<file path="src/rtl/spi_slave.sv">
// spi_slave: SPI mode-0 (CPOL=0, CPHA=0), MSB-first responder.
// SCK, CS and MOSI are oversampled on clk through equal-depth synchronisers.
// Edges are detected on the synchronised copies. Received words appear on
// rx_data with a one-cycle rx_valid pulse. Transmit words enter a one-word
// buffer through a valid/ready handshake.
//
// Handshake: tx_data is captured on a rising clk edge where tx_valid and
// tx_ready are both 1. tx_ready is a registered "buffer empty" flag. It drops
// the cycle after a capture and rises again the cycle after the word is
// loaded into the shift register. While tx_ready is 0, tx_data/tx_valid are
// ignored and the offer must be held.
//
// clk must run at least 4x faster than SCK.

module spi_slave #(
    parameter int DATA_WIDTH  = 8,
    parameter int SYNC_STAGES = 2
) (
    input  logic                  clk,
    input  logic                  rst,
    input  logic                  SCK,
    input  logic                  CS,
    input  logic                  MOSI,
    output logic                  MISO,
    input  logic [DATA_WIDTH-1:0] tx_data,
    input  logic                  tx_valid,
    output logic                  tx_ready,
    output logic [DATA_WIDTH-1:0] rx_data,
    output logic                  rx_valid,
    output logic                  busy,
    output logic                  tx_underrun,
    output logic                  frame_err,
    output logic                  state_dbg
);

    localparam int CNT_W = (DATA_WIDTH > 1) ? $clog2(DATA_WIDTH) : 1;
    localparam logic [CNT_W-1:0] LAST_BIT = CNT_W'(DATA_WIDTH - 1);

    typedef enum logic {
        IDLE   = 1'b0,
        ACTIVE = 1'b1
    } state_t;

    state_t state_q;
    state_t state_d;

    // Synchroniser chains; bit 0 samples the pin, the top bit is the synced value.
    logic [SYNC_STAGES-1:0] sck_sync;
    logic [SYNC_STAGES-1:0] cs_sync;
    logic [SYNC_STAGES-1:0] mosi_sync;

    logic sck_s;
    logic cs_s;
    logic mosi_s;
    logic sck_prev;
    logic cs_prev;

    logic sck_rise;
    logic sck_fall;
    logic cs_rise;
    logic cs_fall;

    // Frame control decoded from the FSM.
    logic start_frame;
    logic end_frame;
    logic bit_rise;
    logic bit_fall;
    logic word_load;

    // Receive datapath.
    logic [CNT_W-1:0]      bit_cnt;
    logic [DATA_WIDTH-2:0] rx_shift;
    logic [DATA_WIDTH-1:0] rx_word;

    // Transmit datapath.
    logic [DATA_WIDTH-1:0] tx_buf;
    logic                  tx_full;
    logic [DATA_WIDTH-1:0] tx_shift;

    // Pin synchronisers. CS resets to 0 ("selected"), so a frame that was
    // already running when reset hit is never mistaken for a new CS fall.
    always_ff @(posedge clk) begin
        if (rst) begin
            sck_sync  <= '0;
            cs_sync   <= '0;
            mosi_sync <= '0;
        end else begin
            sck_sync  <= {sck_sync[SYNC_STAGES-2:0], SCK};
            cs_sync   <= {cs_sync[SYNC_STAGES-2:0], CS};
            mosi_sync <= {mosi_sync[SYNC_STAGES-2:0], MOSI};
        end
    end

    assign sck_s  = sck_sync[SYNC_STAGES-1];
    assign cs_s   = cs_sync[SYNC_STAGES-1];
    assign mosi_s = mosi_sync[SYNC_STAGES-1];

    // Previous synced SCK/CS values, used for edge detection.
    always_ff @(posedge clk) begin
        if (rst) begin
            sck_prev <= 1'b0;
            cs_prev  <= 1'b0;
        end else begin
            sck_prev <= sck_s;
            cs_prev  <= cs_s;
        end
    end

    assign sck_rise = sck_s & ~sck_prev;
    assign sck_fall = ~sck_s & sck_prev;
    assign cs_rise  = cs_s & ~cs_prev;
    assign cs_fall  = ~cs_s & cs_prev;

    // FSM state register.
    always_ff @(posedge clk) begin
        if (rst) begin
            state_q <= IDLE;
        end else begin
            state_q <= state_d;
        end
    end

    // FSM next state. A frame starts on a CS fall and ends on a CS rise.
    always_comb begin
        state_d     = state_q;
        start_frame = 1'b0;
        end_frame   = 1'b0;
        case (state_q)
            IDLE: begin
                if (cs_fall) begin
                    state_d     = ACTIVE;
                    start_frame = 1'b1;
                end
            end
            ACTIVE: begin
                if (cs_rise) begin
                    state_d   = IDLE;
                    end_frame = 1'b1;
                end
            end
            default: state_d = IDLE;
        endcase
    end

    // SCK edges count only inside a frame, and a CS rise in the same cycle
    // takes priority: the frame ends and the edge is dropped.
    assign bit_rise  = (state_q == ACTIVE) && !cs_rise && sck_rise;
    assign bit_fall  = (state_q == ACTIVE) && !cs_rise && sck_fall;
    // Word load happens at frame start and at each falling edge on a word
    // boundary, which sets up the next word of a back-to-back transfer.
    assign word_load = start_frame || (bit_fall && (bit_cnt == '0));

    assign rx_word = {rx_shift, mosi_s};

    // Receive shifter, bit counter, rx pulse and frame-error pulse.
    always_ff @(posedge clk) begin
        if (rst) begin
            bit_cnt   <= '0;
            rx_shift  <= '0;
            rx_data   <= '0;
            rx_valid  <= 1'b0;
            frame_err <= 1'b0;
        end else begin
            rx_valid  <= 1'b0;
            frame_err <= 1'b0;
            if (start_frame) begin
                bit_cnt <= '0;
            end else if (end_frame) begin
                bit_cnt   <= '0;
                frame_err <= (bit_cnt != '0);
            end else if (bit_rise) begin
                rx_shift <= rx_word[DATA_WIDTH-2:0];
                if (bit_cnt == LAST_BIT) begin
                    rx_data  <= rx_word;
                    rx_valid <= 1'b1;
                    bit_cnt  <= '0;
                end else begin
                    bit_cnt <= bit_cnt + 1'b1;
                end
            end
        end
    end

    // Transmit buffer and shifter. A load from an empty buffer sends zeros
    // and flags an underrun. A capture can coincide with an underrun load,
    // because the buffer was empty and tx_ready was already high.
    always_ff @(posedge clk) begin
        if (rst) begin
            tx_buf      <= '0;
            tx_full     <= 1'b0;
            tx_shift    <= '0;
            tx_underrun <= 1'b0;
        end else begin
            tx_underrun <= 1'b0;
            if (word_load) begin
                tx_shift    <= tx_full ? tx_buf : '0;
                tx_underrun <= !tx_full;
                tx_full     <= 1'b0;
            end else if (end_frame) begin
                tx_shift <= '0;
            end else if (bit_fall) begin
                tx_shift <= {tx_shift[DATA_WIDTH-2:0], 1'b0};
            end
            if (tx_valid && !tx_full) begin
                tx_buf  <= tx_data;
                tx_full <= 1'b1;
            end
        end
    end

    assign MISO      = (state_q == ACTIVE) & tx_shift[DATA_WIDTH-1];
    assign tx_ready  = !tx_full;
    assign busy      = (state_q == ACTIVE);
    assign state_dbg = state_q;

endmodule

</file>
<file path="config.mk">
export PLATFORM = sky130hd
export DESIGN_NAME = spi_slave
export DESIGN_NICKNAME = d
export VERILOG_FILES = /design/src/rtl/spi_slave.sv
export SDC_FILE = /design/constraint.sdc
export NUM_CORES = 1
export LEC_CHECK = 0
export BUFFER_PORTS_ARGS = -buffer_cell sky130_fd_sc_hd__buf_2
export CORE_AREA = 5 5 87 49
export CTS_CLUSTER_DIAMETER = 100
export CTS_CLUSTER_SIZE = 24
export DETAILED_ROUTE_END_ITERATION = 8
export DIE_AREA = 0 0 92 54
export PLACE_DENSITY = 0.8
export SYNTH_ARGS = -nofsm -noshare
export SYNTH_HDL_FRONTEND = slang
export SYNTH_SLANG_ARGS = --single-unit
</file>
<file path="constraint.sdc">
create_clock -name clk -period 2.58 [get_ports clk]
set_input_delay 0.258 -clock clk [delete_from_list [all_inputs] [get_ports clk]]
set_output_delay 0.258 -clock clk [all_outputs]
set_load 0.02 [all_outputs]
</file>
==> flow_metrics.tcl, run 1 <==
set metrics [dict create \
    clk_pin_slew_ps 80 \
    p_per_area_nw_per_um2 631 \
    cts_max_level 2 \
    ctsResizeCount 0 \
    postCtsSetupBuffers 0 \
    synth_commonest_cells "47 x dfxtp_1, 26 x nand2_1, 21 x nor2_1, 17 x mux2i_1, 13 x nor2b_1" \
    cap_violations 0 \
    initial_core_util_pct 53.8 \
    cts_root_buf "clkbuf_8" \
    p_sw_w 0.000294 \
    final_hold_viol_count 0 \
    synth_fp_nets 218 \
    cts.sink_count 47 \
    port_buffers 28 \
    routed_wl_um 3500 \
    avgSynthCellArea_um2 9.54 \
    worstMarginPinSlew_ps 805 \
    min_from "MOSI" \
    io_pins 29 \
    syn_inst 201 \
    cts_tree "built" \
    vias 1372 \
    critPathMaxFanout 12 \
    grt_pass1_wl_um 5980 \
    r2r-start "cs_prev" \
    finalCriticalPeriod_ps 2020 \
    fmax_mhz 494 \
    maxSlewHeadroom_pct 46.4 \
    row_count 16 \
    hold_path.class "input port to flip-flop" \
    clock_path_buffers 2 \
    tns_ps 0 \
    reg2reg_depth 4 \
    die_area_um2 4970 \
    final_area_um2 2150 \
    grt_pass1_vias 1275 \
    synthFlopType "dfxtp_1" \
    yosys_warnings 0 \
    die_height_um 54 \
    cts_hold_buf 0 \
    outcome "finished clean" \
    synthDistinctLibCells 28 \
    postRouteAntennaNets 0 \
    finalSetupViolCount 0 \
    leakagePower_nw 1.02 \
    dr.pass1.iters 4 \
    nNetsFinal 240 \
    area_delta_synth_final_pct 12.1 \
    grt_max_degree 45 \
    synth_top_area_share_pct 49.1 \
    post-route-util_pct 60.3 \
    synth.most_common_cell "dfxtp_1" \
    r2r_slack_ps 560 \
    synth_edf_count 0 \
    whs_path_depth 2 \
    critical_path_class "flip-flop to flip-flop" \
    required_ps 2810 \
    place_area_um2 2050 \
    worstPathArrival_ps 2260 \
    async_flop_share_pct 0 \
    ir_worst_vdd_uv 403 \
    power_frac_seq_pct 55.8 \
    grt_setup_unrepaired "false" \
    numCtsBuffers 5 \
    timing.rr.end "bit_cnt[0]" \
    remaining_drc_errors 0 \
    period_share_pct 78.5 \
    drt_iter0_drc 78 \
    ys_ff_latch 47 \
    drive_gt1_share_pct 20.6 \
    synth_top_area_cell "dfxtp_1" \
    wl_per_cell_um 13.0 \
    sw_frac_of_total_pct 21.7 \
    vias_per_cell 5.12 \
    yosys-top-cells-area "dfxtp_1 49%, mux2i_1 8.9%, nand2_1 5.1%" \
    fill_cells 304 \
    ys_seq_area_share_pct 49.1 \
    clkPwrFrac_pct 37.8 \
    combPwrFrac_pct 6.3 \
    die_w_um 92 \
    min_to "mosi_sync[0]" \
    diodes 0 \
    hpwl_um 2550 \
    grt-ovfl-total 0 \
    grt_use_total_pct 15.9 \
    antenna_found_initial 0 \
    power.internal_w 0.00106 \
    clk_latency_ps 300 \
    place_congestion 0.838 \
    startpoint_type "flip-flop" \
    core_area_um2 3560 \
    worst_clock_skew_ps 3.78 \
    syn_area_um2 1920 \
    design_power_total_w 0.00136 \
    slew_viol_final 0 \
    worstSetupEndpointType "flip-flop" \
]
==> per-layer routing <==
layer  global-route usage (%)  routed length, µm  up-vias
met1                     21.9               1910      614
met4                     4.43                 40        0
met3                     8.24                282        5
met5                        0                  0        -
li1                         -                  -      722
met2                     21.5               1270       31
==> cells by family after synthesis <==
logic type | count (synthesis) | share of synthesized area (%)
flip-flops | 47 | 49.1
adder cells (fa/ha/maj) | 3 | 1.96
buffers and inverters | 18 | 4.70
AND/OR/NAND/NOR | 87 | 22.3
multiplexers | 17 | 8.87
AO/OA/AOI/OAI | 29 | 13.1
==> worst max path at each step <==
| stage | from | end | slack [ps] | cells after the start |
|---|---|---|---|---|
| global placement | cs_prev | bit_cnt[0] | 710 | 4 |
| detailed placement | cs_prev | bit_cnt[0] | 580 | 4 |
| finish | cs_prev | bit_cnt[0] | 560 | 4 |
| CTS | cs_prev | bit_cnt[0] | 580 | 4 |
| floorplan | bit_cnt[0] | tx_shift[1] | 1160 | 7 |
| global route | cs_prev | bit_cnt[0] | 380 | 4 |
==> stage by stage <==
stage                     hold WS, ps  std cells  worst slack, ps
after global routing              181        268              384
after global placement            423        261              706
after floorplan                   386        201             1160
after detailed placement          429        261              581
after CTS                         167        268              575
final                             172        268              556
==> registers in the layout, indices dropped and copies added (netlist names) <==
register and cells:
mosi_sync 2, tx_buf 8, sck_prev 1, cs_sync 2, rx_data 8, sck_sync 2
rx_valid 1, tx_underrun 1, tx_full 1, busy 1, rx_shift 7, bit_cnt 3
tx_shift 8, cs_prev 1, frame_err 1
==> power by group through the flow <==
stage	sequential, W	combinational (W)	clock [W]
finish	0.000757	0.0000860	0.000513
global route	0.000760	0.0000968	0.000549
CTS	0.000757	0.0000863	0.000523
detailed placement	0.000774	0.0000857	0
global placement	0.000774	0.0000853	0
floorplan	0.000771	0.0000665	0
==> area by class of cell <==
type                       instances  area (µm²)  area share [%]
sequential                        47         941            43.8
multi-input combinational        136         887            41.3
timing repair buffer              29         148            6.87
clock buffer                       6        72.6            3.38
tap                               45        56.3            2.62
clock inverter                     1        30.0            1.40
inverter                           4        15.0           0.698
==> cells in the final DEF, fill, tap and decap left out, types with 2 or more instances in the layout <==
master,Yosys,layout
dfxtp_1,47,47
buf_2,3,28
nand2_1,26,26
nor2_1,21,21
mux2i_1,17,17
nor2b_1,13,13
a21oi_1,11,11
nand3_1,8,8
nor3_1,8,8
a21o_1,7,7
a211oi_2,7,7
clkbuf_8,0,5
inv_1,4,4
nand2b_1,3,3
ha_1,3,3
or3_1,2,2
==> critical path, cell delays in order, from the launching register on <==
cell	delay [ps]
dfxtp_1	370
nand2b_1	400
nand3_1	560
or3_1	500
a21oi_1	120
No activity file was read; power rests on OpenSTA's default activity.
==> inputs of run 2 (changes only) <==
==> config.mk (replaced) <==
export PLATFORM = sky130hd
export DESIGN_NAME = spi_slave
export DESIGN_NICKNAME = d
export VERILOG_FILES = /design/src/rtl/spi_slave.sv
export SDC_FILE = /design/constraint.sdc
export NUM_CORES = 1
export LEC_CHECK = 0
export ABC_AREA = 1
export BUFFER_PORTS_ARGS = -buffer_cell sky130_fd_sc_hd__buf_2
export CORE_AREA = 5 5 93 52
export CTS_CLUSTER_DIAMETER = 100
export CTS_CLUSTER_SIZE = 24
export DETAILED_ROUTE_END_ITERATION = 8
export DIE_AREA = 0 0 98 57
export PLACE_DENSITY = 0.71
export SYNTH_ARGS = -nofsm -noshare
export SYNTH_HDL_FRONTEND = slang
export SYNTH_SLANG_ARGS = --single-unit
==> constraint.sdc (replaced) <==
create_clock -name clk -period 1.71 [get_ports clk]
set_input_delay 0.171 -clock clk [delete_from_list [all_inputs] [get_ports clk]]
set_output_delay 0.171 -clock clk [all_outputs]
set_load 0.02 [all_outputs]
==> run 2 against run 1 <==
  * Worst setup slack got worse by 370 ps
  * Cell count increased by 23%
  * Register-to-register slack got worse by 370 ps
  * Clock-buffer cell count unchanged
  * Non-clock buffer count increased by 6
  * Critical endpoint is now tx_shift[5]
  * Largest cell class unchanged
==> flow_metrics.tcl, run 2 <==
set metrics [dict create \
    outcome "finished clean" \
    timing.rr.end "tx_shift[5]" \
    synthDistinctLibCells 20 \
    synth_top_area_cell "dfxtp_1" \
    vias 1530 \
    worst_clock_skew_ps 5.84 \
    synth_top_area_share_pct 51.5 \
    ys_seq_area_share_pct 51.5 \
    mostFrequentLayoutCell "nor2_1" \
    drt_iter0_drc 78 \
    hpwl_um 2650 \
    postRouteAntennaNets 0 \
    wl_per_cell_um 11.2 \
    min_to "sck_sync[0]" \
    clk_pin_slew_ps 80 \
    synth_commonest_cells "53 x nor2_1, 47 x dfxtp_1, 27 x nand2_1, 25 x inv_1, 24 x o21ai_0" \
    fill_cells 387 \
    synth_fp_nets 257 \
    cts.sink_count 47 \
    routed_wl_um 3680 \
    critical_path_class "flip-flop to flip-flop" \
    cts_tree "built" \
    dr.pass1.iters 4 \
    slew_viol_final 0 \
    port_buffers 28 \
    critPathMaxFanout 16 \
    async_flop_share_pct 0 \
    yosys-top-cells-area "dfxtp_1 52%, nor2_1 11%, o21ai_0 6.6%" \
    design_power_total_w 0.00213 \
    required_ps 1910 \
    numCtsBuffers 5 \
    reg2reg_depth 9 \
    p_per_area_nw_per_um2 995 \
    syn_area_um2 1830 \
    yosys_warnings 0 \
    initial_core_util_pct 44.9 \
    r2r-start "bit_cnt[0]" \
    worstPathArrival_ps 1730 \
    period_share_pct 89.4 \
    cts_hold_buf 0 \
    clock_path_buffers 2 \
    clk_latency_ps 300 \
    syn_inst 240 \
    hold_path.class "input port to flip-flop" \
    cts_root_buf "clkbuf_8" \
    grt_max_degree 18 \
    min_from "SCK" \
    whs_path_depth 3 \
    synthFlopType "dfxtp_1" \
    antenna_found_initial 0 \
    postCtsSetupBuffers 0 \
    area_delta_synth_final_pct 17.3 \
    maxSlewHeadroom_pct 78.1 \
    worstMarginPinSlew_ps 328 \
    diodes 0 \
    die_height_um 57 \
    ctsResizeCount 0 \
    core_area_um2 4060 \
    grt_pass1_vias 1376 \
    grt_pass1_wl_um 6420 \
    io_pins 29 \
    row_count 17 \
    finalCriticalPeriod_ps 1530 \
    remaining_drc_errors 0 \
    vias_per_cell 4.65 \
    die_w_um 98 \
    final_hold_viol_count 0 \
    place_congestion 0.800 \
    drive_gt1_share_pct 18.4 \
    synth.most_common_cell "nor2_1" \
    grt-ovfl-total 0 \
    cts_max_level 2 \
    ir_worst_vdd_uv 359 \
    cap_violations 0 \
    tns_ps 0 \
    fmax_mhz 654 \
    r2r_slack_ps 180 \
    grt_use_total_pct 14.1 \
    die_area_um2 5590 \
    leakagePower_nw 0.959 \
    layout_common_cells "53 x nor2_1, 47 x dfxtp_1, 28 x buf_2" \
    ys_ff_latch 47 \
    reg.largest.list "rx_data x8, tx_buf x8, tx_shift x8" \
    startpoint_type "flip-flop" \
    worstSetupEndpointType "flip-flop" \
    finalSetupViolCount 0 \
    avgSynthCellArea_um2 7.61 \
    synth_edf_count 0 \
    nNetsFinal 288 \
    grt_setup_unrepaired "false" \
]
run 2: layout make-up:
cell class | count | area, µm² | area share [%]
Multi-Input combinational cell | 155 | 717 | 33.5
Inverter | 27 | 101 | 4.73
Tap cell | 57 | 71.3 | 3.33
Clock inverter | 2 | 35.0 | 1.64
Sequential cell | 47 | 941 | 44.0
Clock buffer | 6 | 82.6 | 3.86
Timing Repair Buffer | 35 | 193 | 9.00
run 2: logic make-up after synthesis:
logic type      Yosys count  share of synthesized area, %
buf+inv                  38                          9.18
simple gates            100                          22.8
fa+ha+maj                 3                          2.06
compound gates           52                          14.5
flops                    47                          51.5
run 2: metal layers:
metal	vias to the layer above	wire (µm)	GRT usage, %
met5	-	0	0
met2	30	1460	20.0
met1	676	1980	20.0
met4	0	36	5.33
li1	819	-	-
met3	5	203	4.27
run 2: worst max path at each step:
| stage | startpoint | endpoint | slack (ps) | cells after the start |
|---|---|---|---|---|
| after CTS | bit_cnt[0] | tx_shift[5] | 200 | 9 |
| after detailed placement | bit_cnt[0] | tx_shift[5] | 220 | 9 |
| after floorplan | busy | rx_data[1] | 350 | 5 |
| after global placement | bit_cnt[0] | tx_shift[4] | 300 | 9 |
| after global routing | busy | tx_shift[2] | 10 | 7 |
| final | bit_cnt[0] | tx_shift[5] | 180 | 9 |
run 2: power by group:
group	total (W)	internal (W)	leakage, nW	switching (W)
Sequential	0.00115	0.00113	0.383	0.0000189
Clock	0.000847	0.000473	0.0612	0.000374
Combinational	0.000135	0.0000528	0.515	0.0000825
Total	0.00213	0.00165	0.959	0.000475
run 2: worst max-delay path, cell delays in order (launching register included):
cell and delay [ps]:
dfxtp_1 330, inv_1 80, ha_1 150, inv_1 40, nor2_1 150, nand3_2 310
nand3_1 180, nand2_1 70, nor2_1 90, nor2_1 40
run 2: per-stage QoR:
stage	utilization, %	std cells	hold slack (ps)	instance area [µm²]	setup slack [ps]
detailed placement	49.8	321	381	2020	217
finish	52.7	329	65.9	2140	181
CTS	52.7	329	62.8	2140	204
global route	52.7	329	66.2	2140	9.88
global placement	49.8	321	369	2020	304
floorplan	-	240	278	1830	349
